--- src/rtl/uart_rx_frame.sv ---
// uart_rx_frame: parametrised UART receiver with parity, stop-bit, overrun and
// line-break reporting, feeding a one-entry valid/ready output register.
//
// Optional build macro: UART_RX_MAJORITY_EN. When defined, every bit decision
// (start check, data, parity, stop) is the 2-of-3 majority of rx_s taken at
// mid-1, mid and mid+1. All decisions then land one cycle later.
//
// Ports:
//   clk        system clock
//   rst        asynchronous active-high reset
//   RsRx       serial line, idle high
//   rx_data    received word (LSB first on the line)
//   rx_valid   output register holds an unread frame
//   rx_ready   consumer accepts when rx_valid & rx_ready
//   parity_err parity mismatch on the held frame (0 when PARITY_MODE = 0)
//   frame_err  a sampled stop bit was 0
//   break_det  data, parity and stop bits were all 0
//   overrun    at least one frame was dropped while rx_valid was high
//   busy       receive FSM is not idle
module uart_rx_frame #(
   parameter int unsigned CLKS_PER_BIT = 868,
   parameter int unsigned DATA_BITS    = 8,
   parameter int unsigned PARITY_MODE  = 0,
   parameter int unsigned STOP_BITS    = 1,
   parameter int unsigned SYNC_STAGES  = 2
) (
   input  logic                 clk,
   input  logic                 rst,
   input  logic                 RsRx,
   output logic [DATA_BITS-1:0] rx_data,
   output logic                 rx_valid,
   input  logic                 rx_ready,
   output logic                 parity_err,
   output logic                 frame_err,
   output logic                 break_det,
   output logic                 overrun,
   output logic                 busy
);

   localparam int unsigned CNT_W = $clog2(CLKS_PER_BIT);
   localparam int unsigned IDX_W = $clog2(DATA_BITS);
`ifdef UART_RX_MAJORITY_EN
   localparam int unsigned START_CNT = (CLKS_PER_BIT - 1) / 2 + 1;
`else
   localparam int unsigned START_CNT = (CLKS_PER_BIT - 1) / 2;
`endif
   localparam logic [CNT_W-1:0] BIT_END   = CNT_W'(CLKS_PER_BIT - 1);
   localparam logic [CNT_W-1:0] START_END = CNT_W'(START_CNT);
   localparam logic [IDX_W-1:0] IDX_LAST  = IDX_W'(DATA_BITS - 1);
   localparam logic [IDX_W-1:0] STOP_LAST = IDX_W'(STOP_BITS - 1);

   typedef enum logic [2:0] {
      S_IDLE, S_START, S_DATA, S_PARITY, S_STOP, S_DONE, S_WAIT_IDLE
   } state_t;

   state_t                 state_q, state_d;
   logic [SYNC_STAGES-1:0] sync_q;
   logic                   rx_s;
   logic                   bit_s_c;
   logic [CNT_W-1:0]       cnt_q, cnt_d;
   logic [IDX_W-1:0]       idx_q, idx_d;
   logic [DATA_BITS-1:0]   shift_q, shift_d;
   logic                   par_q, par_d;
   logic                   zero_q, zero_d;
   logic                   ferr_q, ferr_d;
   logic                   commit_c;
   logic                   tick_c;
   logic                   pe_c;

   // Input synchroniser, preset to the idle level
   always_ff @(posedge clk or posedge rst) begin
      if (rst) sync_q <= '1;
      else     sync_q <= {sync_q[SYNC_STAGES-2:0], RsRx};
   end
   assign rx_s = sync_q[SYNC_STAGES-1];

`ifdef UART_RX_MAJORITY_EN
   // Two previous rx_s values; with the current one they form the vote window
   logic [1:0] hist_q;
   always_ff @(posedge clk or posedge rst) begin
      if (rst) hist_q <= '1;
      else     hist_q <= {hist_q[0], rx_s};
   end
   assign bit_s_c = (hist_q[1] & hist_q[0]) | (hist_q[1] & rx_s) | (hist_q[0] & rx_s);
`else
   assign bit_s_c = rx_s;
`endif

   assign tick_c = (cnt_q == BIT_END);

   // Parity accumulator holds XOR of data and parity bits
   always_comb begin
      pe_c = 1'b0;
      if (PARITY_MODE == 1)      pe_c = ~par_q;
      else if (PARITY_MODE == 2) pe_c = par_q;
   end

   // Receive FSM state and datapath registers
   always_ff @(posedge clk or posedge rst) begin
      if (rst) begin
         state_q <= S_IDLE;
         cnt_q   <= '0;
         idx_q   <= '0;
         shift_q <= '0;
         par_q   <= 1'b0;
         zero_q  <= 1'b0;
         ferr_q  <= 1'b0;
         busy    <= 1'b0;
      end else begin
         state_q <= state_d;
         cnt_q   <= cnt_d;
         idx_q   <= idx_d;
         shift_q <= shift_d;
         par_q   <= par_d;
         zero_q  <= zero_d;
         ferr_q  <= ferr_d;
         busy    <= (state_d != S_IDLE);
      end
   end

   // Next-state and datapath update
   always_comb begin
      state_d  = state_q;
      cnt_d    = cnt_q;
      idx_d    = idx_q;
      shift_d  = shift_q;
      par_d    = par_q;
      zero_d   = zero_q;
      ferr_d   = ferr_q;
      commit_c = 1'b0;
      case (state_q)
         S_IDLE: begin
            cnt_d = '0;
            if (!rx_s) state_d = S_START;
         end
         S_START: begin
            cnt_d = cnt_q + CNT_W'(1);
            if (cnt_q == START_END) begin
               cnt_d   = '0;
               idx_d   = '0;
               par_d   = 1'b0;
               zero_d  = 1'b1;
               ferr_d  = 1'b0;
               // A high line at the start midpoint was a glitch
               state_d = bit_s_c ? S_IDLE : S_DATA;
            end
         end
         S_DATA: begin
            cnt_d = cnt_q + CNT_W'(1);
            if (tick_c) begin
               cnt_d   = '0;
               shift_d = {bit_s_c, shift_q[DATA_BITS-1:1]};
               par_d   = par_q ^ bit_s_c;
               zero_d  = zero_q & ~bit_s_c;
               idx_d   = idx_q + IDX_W'(1);
               if (idx_q == IDX_LAST) begin
                  idx_d   = '0;
                  state_d = (PARITY_MODE != 0) ? S_PARITY : S_STOP;
               end
            end
         end
         S_PARITY: begin
            cnt_d = cnt_q + CNT_W'(1);
            if (tick_c) begin
               cnt_d   = '0;
               par_d   = par_q ^ bit_s_c;
               zero_d  = zero_q & ~bit_s_c;
               state_d = S_STOP;
            end
         end
         S_STOP: begin
            cnt_d = cnt_q + CNT_W'(1);
            if (tick_c) begin
               cnt_d  = '0;
               ferr_d = ferr_q | ~bit_s_c;
               zero_d = zero_q & ~bit_s_c;
               idx_d  = idx_q + IDX_W'(1);
               if (idx_q == STOP_LAST) begin
                  idx_d   = '0;
                  state_d = S_DONE;
               end
            end
         end
         S_DONE: begin
            commit_c = 1'b1;
            // A line still held low must not look like a new start bit
            state_d  = rx_s ? S_IDLE : S_WAIT_IDLE;
         end
         S_WAIT_IDLE: begin
            if (rx_s) state_d = S_IDLE;
         end
         default: state_d = S_IDLE;
      endcase
   end

   // One-entry output register with sticky overrun
   always_ff @(posedge clk or posedge rst) begin
      if (rst) begin
         rx_data    <= '0;
         rx_valid   <= 1'b0;
         parity_err <= 1'b0;
         frame_err  <= 1'b0;
         break_det  <= 1'b0;
         overrun    <= 1'b0;
      end else if (commit_c && (!rx_valid || rx_ready)) begin
         rx_data    <= shift_q;
         parity_err <= pe_c;
         frame_err  <= ferr_q;
         break_det  <= zero_q;
         rx_valid   <= 1'b1;
      end else if (commit_c) begin
         overrun    <= 1'b1;
      end else if (rx_valid && rx_ready) begin
         rx_valid   <= 1'b0;
         overrun    <= 1'b0;
      end
   end

endmodule

--- config.mk ---
export PLATFORM = sky130hd
export DESIGN_NAME = uart_rx_frame
export DESIGN_NICKNAME = d
export VERILOG_FILES = /design/src/rtl/uart_rx_frame.sv
export SDC_FILE = /design/constraint.sdc
export NUM_CORES = 1
export LEC_CHECK = 0
export ABC_CLOCK_PERIOD_IN_PS = 1900
export CAP_MARGIN = 20
export CORE_MARGIN = 4
export CORE_UTILIZATION = 51
export DETAILED_ROUTE_END_ITERATION = 16
export GPL_TIMING_DRIVEN = 0
export MAX_ROUTING_LAYER = met4
export PLACE_DENSITY = 0.77
export SKIP_LAST_GASP = 1
export SYNTH_ARGS = -nofsm -noshare
export SYNTH_HDL_FRONTEND = slang
export SYNTH_SLANG_ARGS = --single-unit
--- constraint.sdc ---
create_clock -name clk -period 1.9 [get_ports clk]
set_clock_uncertainty 0.1 [all_clocks]
set_input_delay 0.38 -clock clk [delete_from_list [all_inputs] [get_ports clk]]
set_output_delay 0.38 -clock clk [all_outputs]
set_load 0.01 [all_outputs]
==> metrics.csv <==
stage;metric;value;unit
floorplanning;die_width;72.64;um
placed_design;routabilityCongestion;0.8979;
sta;rsz0062_at_grt;yes;
setup_path;start_kind;register;
setup_path;worstSetupPathType;register to register;
floorplanning;io_pins;18;
routing;drt_iter0_drc;87;
logic_synthesis;synth_ff_type;dfrtp_1;
clocking;h-tree-depth;2;
logic_synthesis;ys_seq_elements;41;
logic_synthesis;synth_most_common_cell;dfrtp_1;
logic_synthesis;synth_nets;205;
logic_synthesis;postSynthAreaPerCell;10.87;um2
global_routing;grt_start_max_net_pins;42;
sta;relSlewSlack;0.4421;
finish;final_area;2534;um2
clocking;path_clk_slew;0.08;ns
floorplanning;start_util;0.5289;
clocking;cts_buffer_depth;2;
min_path;min_path_type;register to register;
routing;wl_per_cell;15.41;um
clocking;cts_inserted_buffers;5;
setup_path;crit_family;compound AO/OA/AOI/OAI gates;
global_routing;grt_use_met1;0.2130;
flow_run;maxCapViolCount;0;
placed_design;place_area;2354;um2
setup_path;crit_path_cell_trace;buf_6, or3b_4, a32oi_4, buf_6, o22ai_1, a22oi_1;
setup_path;end_kind;register;
power_and_ir_drop;peakVddDrop;0.0005383;V
global_routing;grt_pass1_wl;7.189;mm
logic_synthesis;synth_largest_area_cell;dfrtp_1;
clocking;insertion_delay;0.30;ns
setup_path;r2r_cells;6;
setup_path;timing.critical_path.buf_inv;2;
finish;fin_nets;232;
run_status;status;completed;
logic_synthesis;syn_area;2131;um2
finish;drive_above_1_share;0.2366;
routing;via_per_inst;5.679;
logic_synthesis;synth_cells;196;
global_routing;grt_pass1_vias;1631;
clocking;cts_hold_buf;0;
global_routing;use_met2;0.2926;
setup_path;cp.depth;6;
sta;final_hold_viol_count;0;
finish;post-route-util;0.6289;
logic_synthesis;synth_edf_count;0;
floorplanning;die_h;72.64;um
sta;finalSetupViolCount;0;
finish;n_antenna_cell;0;
min_path;worstHoldPathCells;0;
logic_synthesis;synth_top_area_share;0.4580;
power_and_ir_drop;pwr_density_cell;696.6;nW/um2
logic_synthesis;synth_area_leaders;dfrtp_1, mux2_2, o21ai_0;
setup_path;crit_slowest_cell;or3b_4;
global_routing;antenna_found_initial;0;
setup_path;cp.required;2.01;ns
sta;tns;0;ns
routing;dr_total_vias;1556;
setup_path;path_common_cell;buf_6;
global_routing;globalRouteOverflowTotal;0;
sta;finalMaxSlewViolations;0;
routing;wl;4.221;mm
power_and_ir_drop;p_leak;1.146;nW
sta;fin_crit;1.847;ns
sta;tightest_slew;0.8357;ns
logic_synthesis;seq_area_frac_synth;0.4827;
logic_synthesis;yosys_warnings;0;
clocking;cts-root-buf;clkbuf_8;
power_and_ir_drop;p_total;1.765;mW
placed_design;dp_hpwl;2.796;mm
routing;ant_nets;0;
global_routing;busiest_layer;met2;
floorplanning;die-area;5276;um2
logic_synthesis;synth-async-reset-ratio;1.000;
global_routing;track_usage;0.1800;
logic_synthesis;ys_types;50;
global_routing;grtUsageMet3;0.05234;
sta;fin_crit_sh;0.9719;
sta;clock.fmax;541.5;MHz
floorplanning;rows;23;
finish;syn_to_final_growth;18.91;%
logic_synthesis;ys_top_cells_by_count;dfrtp_1, mux2_2, nand2_1;
clocking;clock-sinks;41;
setup_path;slowest_delay;0.43;ns
routing;drc_errors;0;
setup_path;cp_data_arrival_time;1.96;ns
routing;drt-pass1-iter-count;4;
clocking;cts_tree;built;
placed_design;portBuffers;16;
floorplanning;core-area;4029;um2
setup_path;path_max_fanout;10;
## area by class of cell
type	instances	area, um2
plain buffers	7	53.80
clock buffers	5	68.82
inverters	8	30.03
fillers	328	1495
flip-flops and latches	41	1028
repair buffers	20	190.2
clock inverters	3	68.82
multi-input cells	140	1031
well taps	50	62.56
## flip-flops by register name, summed over array words and instances (netlist names)
| name | count |
|---|---|
| ferr_q | 1 |
| break_det | 1 |
| cnt_q | 10 |
| rx_valid | 1 |
| zero_q | 1 |
| idx_q | 3 |
| rx_data | 8 |
| frame_err | 1 |
| busy | 1 |
| state_q | 3 |
| overrun | 1 |
| sync_q | 2 |
| shift_q | 8 |
## worst paths after layout
path                       startpoint         end  slack (ns)
min reg2reg                 sync_q[0]   sync_q[1]        0.26
max in group asynchronous         rst  state_q[2]        0.71
min                         sync_q[0]   sync_q[1]        0.26
max                        state_q[1]    cnt_q[9]        0.05
min in group asynchronous         rst  rx_data[6]        0.47
max reg2reg                state_q[1]    cnt_q[9]        0.05
## layout by cell type (no fill, tap or decap), types with 2 or more instances in the layout
| cell type | n |
|---|---|
| a21oi_1 | 5 |
| a22oi_1 | 3 |
| and2_1 | 2 |
| buf_4 | 5 |
| buf_6 | 3 |
| bufinv_16 | 2 |
| clkbuf_8 | 5 |
| clkdlybuf4s50_1 | 16 |
| dfrtp_1 | 39 |
| dfstp_2 | 2 |
| ha_1 | 4 |
| inv_1 | 7 |
| mux2_2 | 21 |
| nand2_1 | 17 |
| nand2b_1 | 5 |
| nand3_1 | 5 |
| nor2_1 | 13 |
| nor2b_1 | 5 |
| nor3_1 | 4 |
| nor3b_1 | 2 |
| nor4_1 | 2 |
| o211ai_1 | 3 |
| o21ai_0 | 13 |
| o22ai_1 | 6 |
| o2bb2ai_1 | 2 |
| o31ai_1 | 2 |
| or3b_4 | 2 |
## through the flow
| stage | hold slack, ns | setup WS [ns] | instances |
|---|---|---|---|
| floorplan | 0.2452 | 0.1566 | 196 |
| global placement | 0.2457 | -0.3708 | 262 |
| detailed placement | 0.2472 | -0.1056 | 262 |
| CTS | 0.2569 | 0.01396 | 270 |
| global route | 0.2675 | -0.02588 | 274 |
| finish | 0.2590 | 0.05330 | 274 |
## cell families after synthesis
| family | after synthesis | synth area share |
|---|---|---|
| compound gates | 45 | 0.1509 |
| fa+ha+maj | 5 | 0.02936 |
| buf+inv | 15 | 0.03757 |
| flops | 41 | 0.4827 |
| mux | 22 | 0.1157 |
| other cells | 1 | 0.001760 |
| simple gates | 67 | 0.1820 |
## layer usage
| layer | share of wire | vias to the layer above |
|---|---|---|
| met1 | 0.45 | 754 |
| met2 | 0.49 | 32 |
| met4 | 0.013 | 0 |
| met5 | 0 | - |
| met3 | 0.043 | 6 |
| li1 | - | 764 |
## where the power goes
group	internal (mW)	switching, mW	leakage (nW)
Clock	0.529	0.331	0.0687
Combinational	0.00771	0.0194	0.532
Sequential	0.876	0.00243	0.546
Total	1.41	0.352	1.15
## what timing repair did
action | 4_1_cts | 5_1_grt
pin swaps | 1 | 1
setup endpoints to repair | 2 | 22
buffers inserted | 0 | 4
resized for setup | 1 | 3
No activity file was read; power rests on OpenSTA's default activity.
